--- config.mk ---
export PLATFORM = sky130hd
export DESIGN_NAME = alu_seq
export DESIGN_NICKNAME = d
export VERILOG_FILES = /design/src/rtl/alu_pkg.sv /design/src/rtl/alu_core_comb.sv /design/src/rtl/alu_seq.sv
export SDC_FILE = /design/constraint.sdc
export NUM_CORES = 1
export LEC_CHECK = 0
export ABC_AREA = 1
export CORE_MARGIN = 4
export CORE_UTILIZATION = 40
export CTS_CLUSTER_SIZE = 14
export DETAILED_ROUTE_END_ITERATION = 8
export GPL_ROUTABILITY_DRIVEN = 0
export GPL_TIMING_DRIVEN = 1
export HOLD_SLACK_MARGIN = 0.15
export PLACE_DENSITY = 0.57
export RECOVER_POWER = 100
export SLEW_MARGIN = 20
export SYNTH_ARGS = -nofsm -noshare
export SYNTH_HDL_FRONTEND = slang
export SYNTH_HIERARCHICAL = 1
export SYNTH_SLANG_ARGS = --single-unit
export TNS_END_PERCENT = 5
--- constraint.sdc ---
create_clock -name clk -period 3.2 [get_ports clk]
set_input_delay 0.32 -clock clk [delete_from_list [all_inputs] [get_ports clk]]
set_output_delay 0.32 -clock clk [all_outputs]
set_load 0.02 [all_outputs]
--- src/rtl/alu_pkg.sv ---
// alu_pkg: command codes and FSM states shared by the sequential ALU
package alu_pkg;
  localparam logic [3:0] CMD_ADD  = 4'd0;
  localparam logic [3:0] CMD_SUB  = 4'd1;
  localparam logic [3:0] CMD_XOR  = 4'd2;
  localparam logic [3:0] CMD_SLT  = 4'd3;
  localparam logic [3:0] CMD_AND  = 4'd4;
  localparam logic [3:0] CMD_NAND = 4'd5;
  localparam logic [3:0] CMD_NOR  = 4'd6;
  localparam logic [3:0] CMD_OR   = 4'd7;
  localparam logic [3:0] CMD_SLTU = 4'd8;
  localparam logic [3:0] CMD_MULU = 4'd9;
  localparam logic [3:0] CMD_DIVU = 4'd10;
  typedef enum logic [1:0] {IDLE, MUL, DIV} state_t;
endpackage

--- src/rtl/alu_core_comb.sv ---
// alu_core_comb: single-cycle ops and flags; DIVU here only covers the divide-by-zero case
module alu_core_comb import alu_pkg::*; #(
  parameter int WIDTH = 32
) (
  input  logic [3:0]       cmd,
  input  logic [WIDTH-1:0] a,
  input  logic [WIDTH-1:0] b,
  output logic [WIDTH-1:0] res,
  output logic [WIDTH-1:0] res_hi,
  output logic             zero,
  output logic             carry,
  output logic             ovf,
  output logic             dbz
);
  logic [WIDTH:0] sum, dif;
  logic slt;
  assign sum = {1'b0, a} + {1'b0, b};
  assign dif = {1'b0, a} - {1'b0, b};
  assign slt = (a[WIDTH-1] != b[WIDTH-1]) ? a[WIDTH-1] : dif[WIDTH-1];
  always_comb begin
    res = '0;
    res_hi = '0;
    carry = 1'b0;
    ovf = 1'b0;
    dbz = 1'b0;
    case (cmd)
      CMD_ADD: begin
        res = sum[WIDTH-1:0];
        carry = sum[WIDTH];
        ovf = (a[WIDTH-1] == b[WIDTH-1]) && (sum[WIDTH-1] != a[WIDTH-1]);
      end
      CMD_SUB: begin
        res = dif[WIDTH-1:0];
        carry = !dif[WIDTH];
        ovf = (a[WIDTH-1] != b[WIDTH-1]) && (dif[WIDTH-1] != a[WIDTH-1]);
      end
      CMD_XOR:  res = a ^ b;
      CMD_SLT:  res = {{(WIDTH-1){1'b0}}, slt};
      CMD_AND:  res = a & b;
      CMD_NAND: res = ~(a & b);
      CMD_NOR:  res = ~(a | b);
      CMD_OR:   res = a | b;
      CMD_SLTU: res = {{(WIDTH-1){1'b0}}, dif[WIDTH]};
      CMD_DIVU: begin
        res = '1;
        res_hi = a;
        dbz = 1'b1;
      end
      default: ;
    endcase
  end
  assign zero = res == '0;
endmodule

--- src/rtl/alu_seq.sv ---
// alu_seq: registered ALU with iterative shift-add multiply and restoring divide
module alu_seq import alu_pkg::*; #(
  parameter int WIDTH = 32,
  localparam int CNT_W = $clog2(WIDTH) + 1
) (
  input  logic             clk,
  input  logic             reset,
  input  logic             start,
  input  logic [3:0]       aluCommand,
  input  logic [WIDTH-1:0] opA,
  input  logic [WIDTH-1:0] opB,
  output logic             ready,
  output logic             resultValid,
  output logic [WIDTH-1:0] result,
  output logic [WIDTH-1:0] resultHi,
  output logic             zero,
  output logic             carryOut,
  output logic             overflow,
  output logic             divByZero
);
  state_t state;
  logic [CNT_W-1:0] cnt;
  logic [2*WIDTH-1:0] acc, mul_next, div_next, step;
  logic [WIDTH-1:0] opnd, c_res, c_hi;
  logic [WIDTH:0] mul_sum, div_shift, div_diff;
  logic c_zero, c_carry, c_ovf, c_dbz, last, multi;
  alu_core_comb #(.WIDTH(WIDTH)) core (
    .cmd(aluCommand), .a(opA), .b(opB), .res(c_res), .res_hi(c_hi),
    .zero(c_zero), .carry(c_carry), .ovf(c_ovf), .dbz(c_dbz)
  );
  // acc holds {hi, lo} for MUL and {remainder, dividend/quotient} for DIV
  assign mul_sum = {1'b0, acc[2*WIDTH-1:WIDTH]} + {1'b0, opnd};
  assign mul_next = acc[0] ? {mul_sum, acc[WIDTH-1:1]} : {1'b0, acc[2*WIDTH-1:1]};
  assign div_shift = acc[2*WIDTH-1:WIDTH-1];
  assign div_diff = div_shift - {1'b0, opnd};
  assign div_next = div_diff[WIDTH] ? {div_shift[WIDTH-1:0], acc[WIDTH-2:0], 1'b0}
                                    : {div_diff[WIDTH-1:0], acc[WIDTH-2:0], 1'b1};
  assign step = (state == MUL) ? mul_next : div_next;
  assign last = cnt == CNT_W'(WIDTH - 1);
  assign multi = (aluCommand == CMD_MULU) || (aluCommand == CMD_DIVU && opB != '0);
  always_ff @(posedge clk) begin
    if (reset) begin
      state <= IDLE;
      ready <= 1'b1;
      resultValid <= 1'b0;
      result <= '0;
      resultHi <= '0;
      zero <= 1'b0;
      carryOut <= 1'b0;
      overflow <= 1'b0;
      divByZero <= 1'b0;
      cnt <= '0;
      acc <= '0;
      opnd <= '0;
    end else begin
      resultValid <= 1'b0;
      if (state == IDLE) begin
        if (start && multi) begin
          state <= (aluCommand == CMD_MULU) ? MUL : DIV;
          ready <= 1'b0;
          cnt <= '0;
          acc <= {{WIDTH{1'b0}}, opA};
          opnd <= opB;
        end else if (start) begin
          resultValid <= 1'b1;
          result <= c_res;
          resultHi <= c_hi;
          zero <= c_zero;
          carryOut <= c_carry;
          overflow <= c_ovf;
          divByZero <= c_dbz;
        end
      end else begin
        acc <= step;
        cnt <= cnt + CNT_W'(1);
        if (last) begin
          state <= IDLE;
          ready <= 1'b1;
          resultValid <= 1'b1;
          result <= step[WIDTH-1:0];
          resultHi <= step[2*WIDTH-1:WIDTH];
          zero <= step[WIDTH-1:0] == '0;
          carryOut <= 1'b0;
          overflow <= 1'b0;
          divByZero <= 1'b0;
        end
      end
    end
  end
endmodule
; After elaboration in Yosys (flattened, before gate mapping)
; Index checks and enable logic that the tools add are counted.
[word_totals]
register_bits = 174
input_bits = 71
out_inout_bits = 70
elab_cells = 102
[classes]
addsub = 5
n_eq_ne = 19
muxes = 46
n_bitwise = 5
reduce_logical = 15
[ops]
columns = operator, count
row1 = 64-bit two-way mux, 5
row2 = 32-bit case mux with 10 select lines, 1
row3 = 32-bit two-way mux, 9
row4 = 32-bit by 32-bit adder with 33-bit output, 2
row5 = 32-bit logical NOT, 2
row6 = 32-bit inverter, 2
row7 = 32-bit by 32-bit subtractor with 33-bit output, 1
row8 = 33-bit by 32-bit subtractor with 33-bit output, 1
row9 = 32-bit AND, 1
row10 = 32-bit OR, 1
row11 = 32-bit nonzero test, 1
row12 = 32-bit bitwise XOR, 1
row13 = 1-bit two-way mux, 23
row14 = 4-bit by 3-bit == test with 1-bit output (second input constant), 4
row15 = 4-bit == test (second input constant), 3
row16 = 6-bit two-way mux, 2
row17 = 4-bit by 2-bit == test with 1-bit output (second input constant), 2
row18 = 2-bit two-way mux, 4
row19 = 6-bit by 1-bit adder with 6-bit output (second input constant), 1
row20 = 6-bit by 5-bit == test with 1-bit output (second input constant), 1
row21 = 4-bit by 1-bit == test with 1-bit output (second input constant), 1
row22 = 1-bit logical AND, 4
row23 = 4-bit logical NOT, 1
row24 = 2-bit != test (second input constant), 2
row25 = 11 further kinds, 15

; Longest topological paths before layout
[depth]
ltp_word = 7
depth_mapped = 26

; Hierarchy
; Netlist, hierarchy kept.
[modules_own_cells]
columns = module, n_inst, cells_each, area_each_um2, seq_area_each_um2
row1 = alu_seq, 1, 2142, 13058.8, 3483.3
row2 = alu_core_comb, 1, 1532, 7683.6, 0.0

; Worst setup path before layout
; OpenSTA, ideal clock, no wires.
[synth_timing]
kind = input-to-reg
start = input port opA[26]
end = register zero
setup_ps = 70
t_arrival_ps = 3066
t_required_ps = 3130
slack_ps = 65
cell_stages = 22
n_path_buf = 1
path_cell_list = inv_1 ha_1 buf_6 nor2_1 nand2_1 nor4_1 nand2_1 nand2_1 nand2_1 nand2_1 a21oi_1 fa_1 or2_2 a311oi_1 nand2_1 inv_1 nand2_1 nor2_1 nand3_1 nor2_1 a21oi_1 a21oi_1
[synth_via]
elab_chain_cells = 7
elab_cells_between_ends = 13
cone_classes = add/sub (2) / mux (5) / bitwise (5) / reduce/logical (1)
[synth_lines]
columns = item, line_no
row1 = from (decl), alu_seq.sv:10  ; input logic [WIDTH-1:0] opA,
row2 = 32-bit by 32-bit subtractor with 33-bit output (*), alu_core_comb.sv:18  ; assign dif = {1'b0, a} - {1'b0, b};
row3 = 1-bit two-way mux, alu_core_comb.sv:19  ; assign slt = (a[WIDTH-1] != b[WIDTH-1]) ? a[WIDTH-1] : dif[WIDTH-1];
row4 = 32-bit case mux with 10 select lines (*), alu_core_comb.sv:26  ; case (cmd)
row5 = net c_res[0], alu_seq.sv:24  ; logic [WIDTH-1:0] opnd, c_res, c_hi;
row6 = 32-bit logical NOT (*), alu_core_comb.sv:52  ; assign zero = res == '0;
row7 = net c_zero, alu_seq.sv:26  ; logic c_zero, c_carry, c_ovf, c_dbz, last, multi;
row8 = 1-bit two-way mux (*), alu_seq.sv:64  ; end else if (start) begin
row9 = 1-bit two-way mux (*), alu_seq.sv:58  ; if (start && multi) begin
row10 = 1-bit two-way mux (*), alu_seq.sv:57  ; if (state == IDLE) begin
row11 = to (signal assigned), alu_seq.sv:68  ; zero <= c_zero;
row12 = to (decl), alu_seq.sv:16  ; output logic zero,
; Mark *: on every way through the listed nets, which the timed path passes. The rest lies on a longest branch. The select of a mux whose other input is x is not followed.
; A chain may end at the register's enable or synchronous reset.

; Final worst setup path
[layout_timing]
start = input port opB[26]
end = register zero
[layout_via]
elab_chain_cells = 7
elab_cells_between_ends = 19
cone_classes = add/sub (2) / eq/ne (1) / mux (5) / bitwise (5) / reduce/logical (6)
[layout_lines]
columns = item, line_no
row1 = from (decl), alu_seq.sv:11  ; input logic [WIDTH-1:0] opB,
row2 = "32-bit by 32-bit subtractor with 33-bit output, or another cell as far along", alu_core_comb.sv:18
row3 = "1-bit two-way mux, or another cell as far along", alu_core_comb.sv:19
row4 = 32-bit case mux with 10 select lines (*), alu_core_comb.sv:26
row5 = 32-bit logical NOT (*), alu_core_comb.sv:52
row6 = net c_zero, alu_seq.sv:26
row7 = 1-bit two-way mux (*), alu_seq.sv:64
row8 = 1-bit two-way mux (*), alu_seq.sv:58
row9 = 1-bit two-way mux (*), alu_seq.sv:57
; Marks and branches as above.

==> metrics <==
pwr dens 407 nW/um2; final worst setup slack 0.147 ns; Tcrit/Tclk final 95.4%; via count between 20k and 30k; CTS max path bufs 2; CTS H-tree depth 4; fin crit period 3.05 ns; max-cap violations 0; Yosys warnings 6; Via density 5.32; cell with the most instances after synthesis nand2_1; WL per Instance 20.0 um; total global routing overflow 0; largest net degree at the start of global routing 81; share of the synthesized area in the top cell type 19.8%; most used flip-flop cell after synthesis dfxtp_1; final hold slack 0.288 ns; DRT Pass-1 Iters 8; syn avg cell area approximately 5.6 um2; antenna viol nets, final 0; crit end category flop; Gate Count Post-Synth 3674; vias in the first global route 24.5k; fmax 328 MHz; Syn-to-layout area delta 31.2%; I/O Pins 141; Die Y 236 um; ANT cells 0; worst reg2reg path depth 19; die width 236 um; CP Data Arrival Time 3.43 ns; number of CTS-inserted buffers 17; Synthesized Nets 3917; Synth Cell Area 20700 um2; starting density of the core 40.4%; Reg clk slew, reported paths ~0.090 ns; Skew-Pair Late Insertion Delay about 0.50 ns; hold path cells 4; Place WS -0.830 ns; Worst Hold Class input pin to flop; Synth cell types 56; Seq/Total Area, Yosys roughly 17%; drt drc 0; LEAKAGE 0.0146 uW; antenna violations before repair 2; Synth area leaders nand2_1 20%, dfxtp_1 17%, inv_1 10%; # port buffers 140; Slew Limit Fails 0; critical path type input pin to flop; Peak VDD IR a little over 0.0004 V; Core Rows 83; layout cells sized above 1 around a fifth; Finish-stage setup viols 0; Detailed Place HPWL just under 80000 um; ys async rst share 0%; Post-synth EDFFs 0; WL final 96900 um; Worst Path Required 3.58 ns; clk sink count 174; Synth area leader nand2_1; DIE AREA 55600 um2; synthesis-stage register bit count 174; Startpoint Class input pin; Slew @ Worst Pin 0.808 ns; Initial DRC Count 2591; net count reported at finish 4403; Final Hold Vio Count 0; worst rel slew slack between 40% and 50%; status completed; critical path fanouts, max 8; Final Skew about 0.026 ns; Core ar. between 50000 and 60000 um2; CTS tree yes; GRT Total Usage 33.4%; Root Buffer clkbuf_16; synth cell count leaders 1095 x nand2_1, 579 x inv_1, 318 x nor2_1; first-pass GRT wire length 145000 um
layout make-up:
cell class              count  area [um2]
clock buffers              18         429
clock inverters            14         185
fillers                  5437       24100
inverters                 605        2270
multi-input cells        2762       14900
flip-flops and latches    174        3480
well taps                 680         851
repair buffers            600        5100
worst max-delay path, cell delays in order:
cell	delay [ns]
dlygate4sd2_1	0.27
inv_1	0.10
ha_4	0.30
buf_6	0.13
inv_1	0.07
nand2_1	0.05
nand2_1	0.06
a21oi_1	0.20
nand2_2	0.11
a21oi_2	0.12
nand2_2	0.08
nand2_2	0.08
nand2_2	0.05
a21oi_2	0.15
fa_2	0.44
o22ai_1	0.18
nor3_1	0.06
nand2_1	0.09
nor2_2	0.05
nand4_1	0.09
nor2_1	0.05
nand2_1	0.07
nor2_1	0.05
a21oi_1	0.15
a21oi_1	0.08
per-layer routing:
metal	track usage [%]	part of all wire (%)	up-vias
met5	0	0	-
met4	15.2	5.2	0
met3	5.69	8.3	259
met2	55.2	46	1219
met1	42.7	41	11700
li1	-	-	12700
placed cells by master, fill, tap and decap left out, types with 34 or more instances in the layout:
cell            synthesis  layout
nor2_2                 29      34
a31oi_1                57      57
nand4_1                38      38
o21ai_0               252     256
or2_2                  36      35
buf_4                   8     438
nand3_1               280     274
nor3_1                 47      47
a21oi_1               225     220
nand2_1              1095    1070
nand2_2                32      53
nor2_1                318     299
inv_1                 579     521
dlygate4sd3_1           0      71
dfxtp_1               174     174
dlymetal6s2s_1          0      47
ha_1                  167     134
inv_2                  24      82
cell families after synthesis:
family,synth area share (%)
multiplexers,0.241
buffers and inverters,14.7
XOR/XNOR,1.18
AO/OA/AOI/OAI,16.7
AND/OR/NAND/NOR,39.8
adder cells (fa/ha/maj),10.6
flip-flops,16.8
metrics by stage:
| step | instances | utilization (%) | cell area, um2 | power, uW | TNS, ns |
|---|---|---|---|---|---|
| floorplan | 3674 | - | 20700 | 6130 | 0 |
| global placement | 4794 | 50.0 | 25600 | 8460 | -3.35 |
| detailed placement | 4794 | 50.0 | 25600 | 8470 | -3.85 |
| CTS | 4847 | 52.2 | 26800 | 10900 | 0 |
| global route | 4853 | 53.1 | 27200 | 11700 | -0.0473 |
| finish | 4853 | 53.1 | 27200 | 11100 | 0 |
where the power goes:
group          switching [uW]  internal [uW]
Clock                    1120           1250
Sequential                114           2300
Combinational            3990           2290
registers in the layout, summed over array words and instances, names as in the netlist:
| register | flops |
|---|---|
| opnd | 32 |
| state | 2 |
| acc | 64 |
| cnt | 6 |
| resultHi | 32 |
| result | 32 |
| overflow | 1 |
| ready | 1 |
| divByZero | 1 |
| zero | 1 |
| resultValid | 1 |
| carryOut | 1 |
worst paths after layout:
check,from,to,slack [ns]
worst max-delay path,opB[26],zero,0.15
worst min-delay path,opA[15],acc[15],0.29
worst max register to register,acc[31],resultHi[29],0.19
worst min register to register,ready,ready,0.46
what timing repair did:
action,in CTS,in global routing
hold buffers,0,0
setup buffers,21,6
setup endpoints to repair,4,4
resized for setup,72,179
pin swaps,32,44
(Power assumes the default switching activity.)
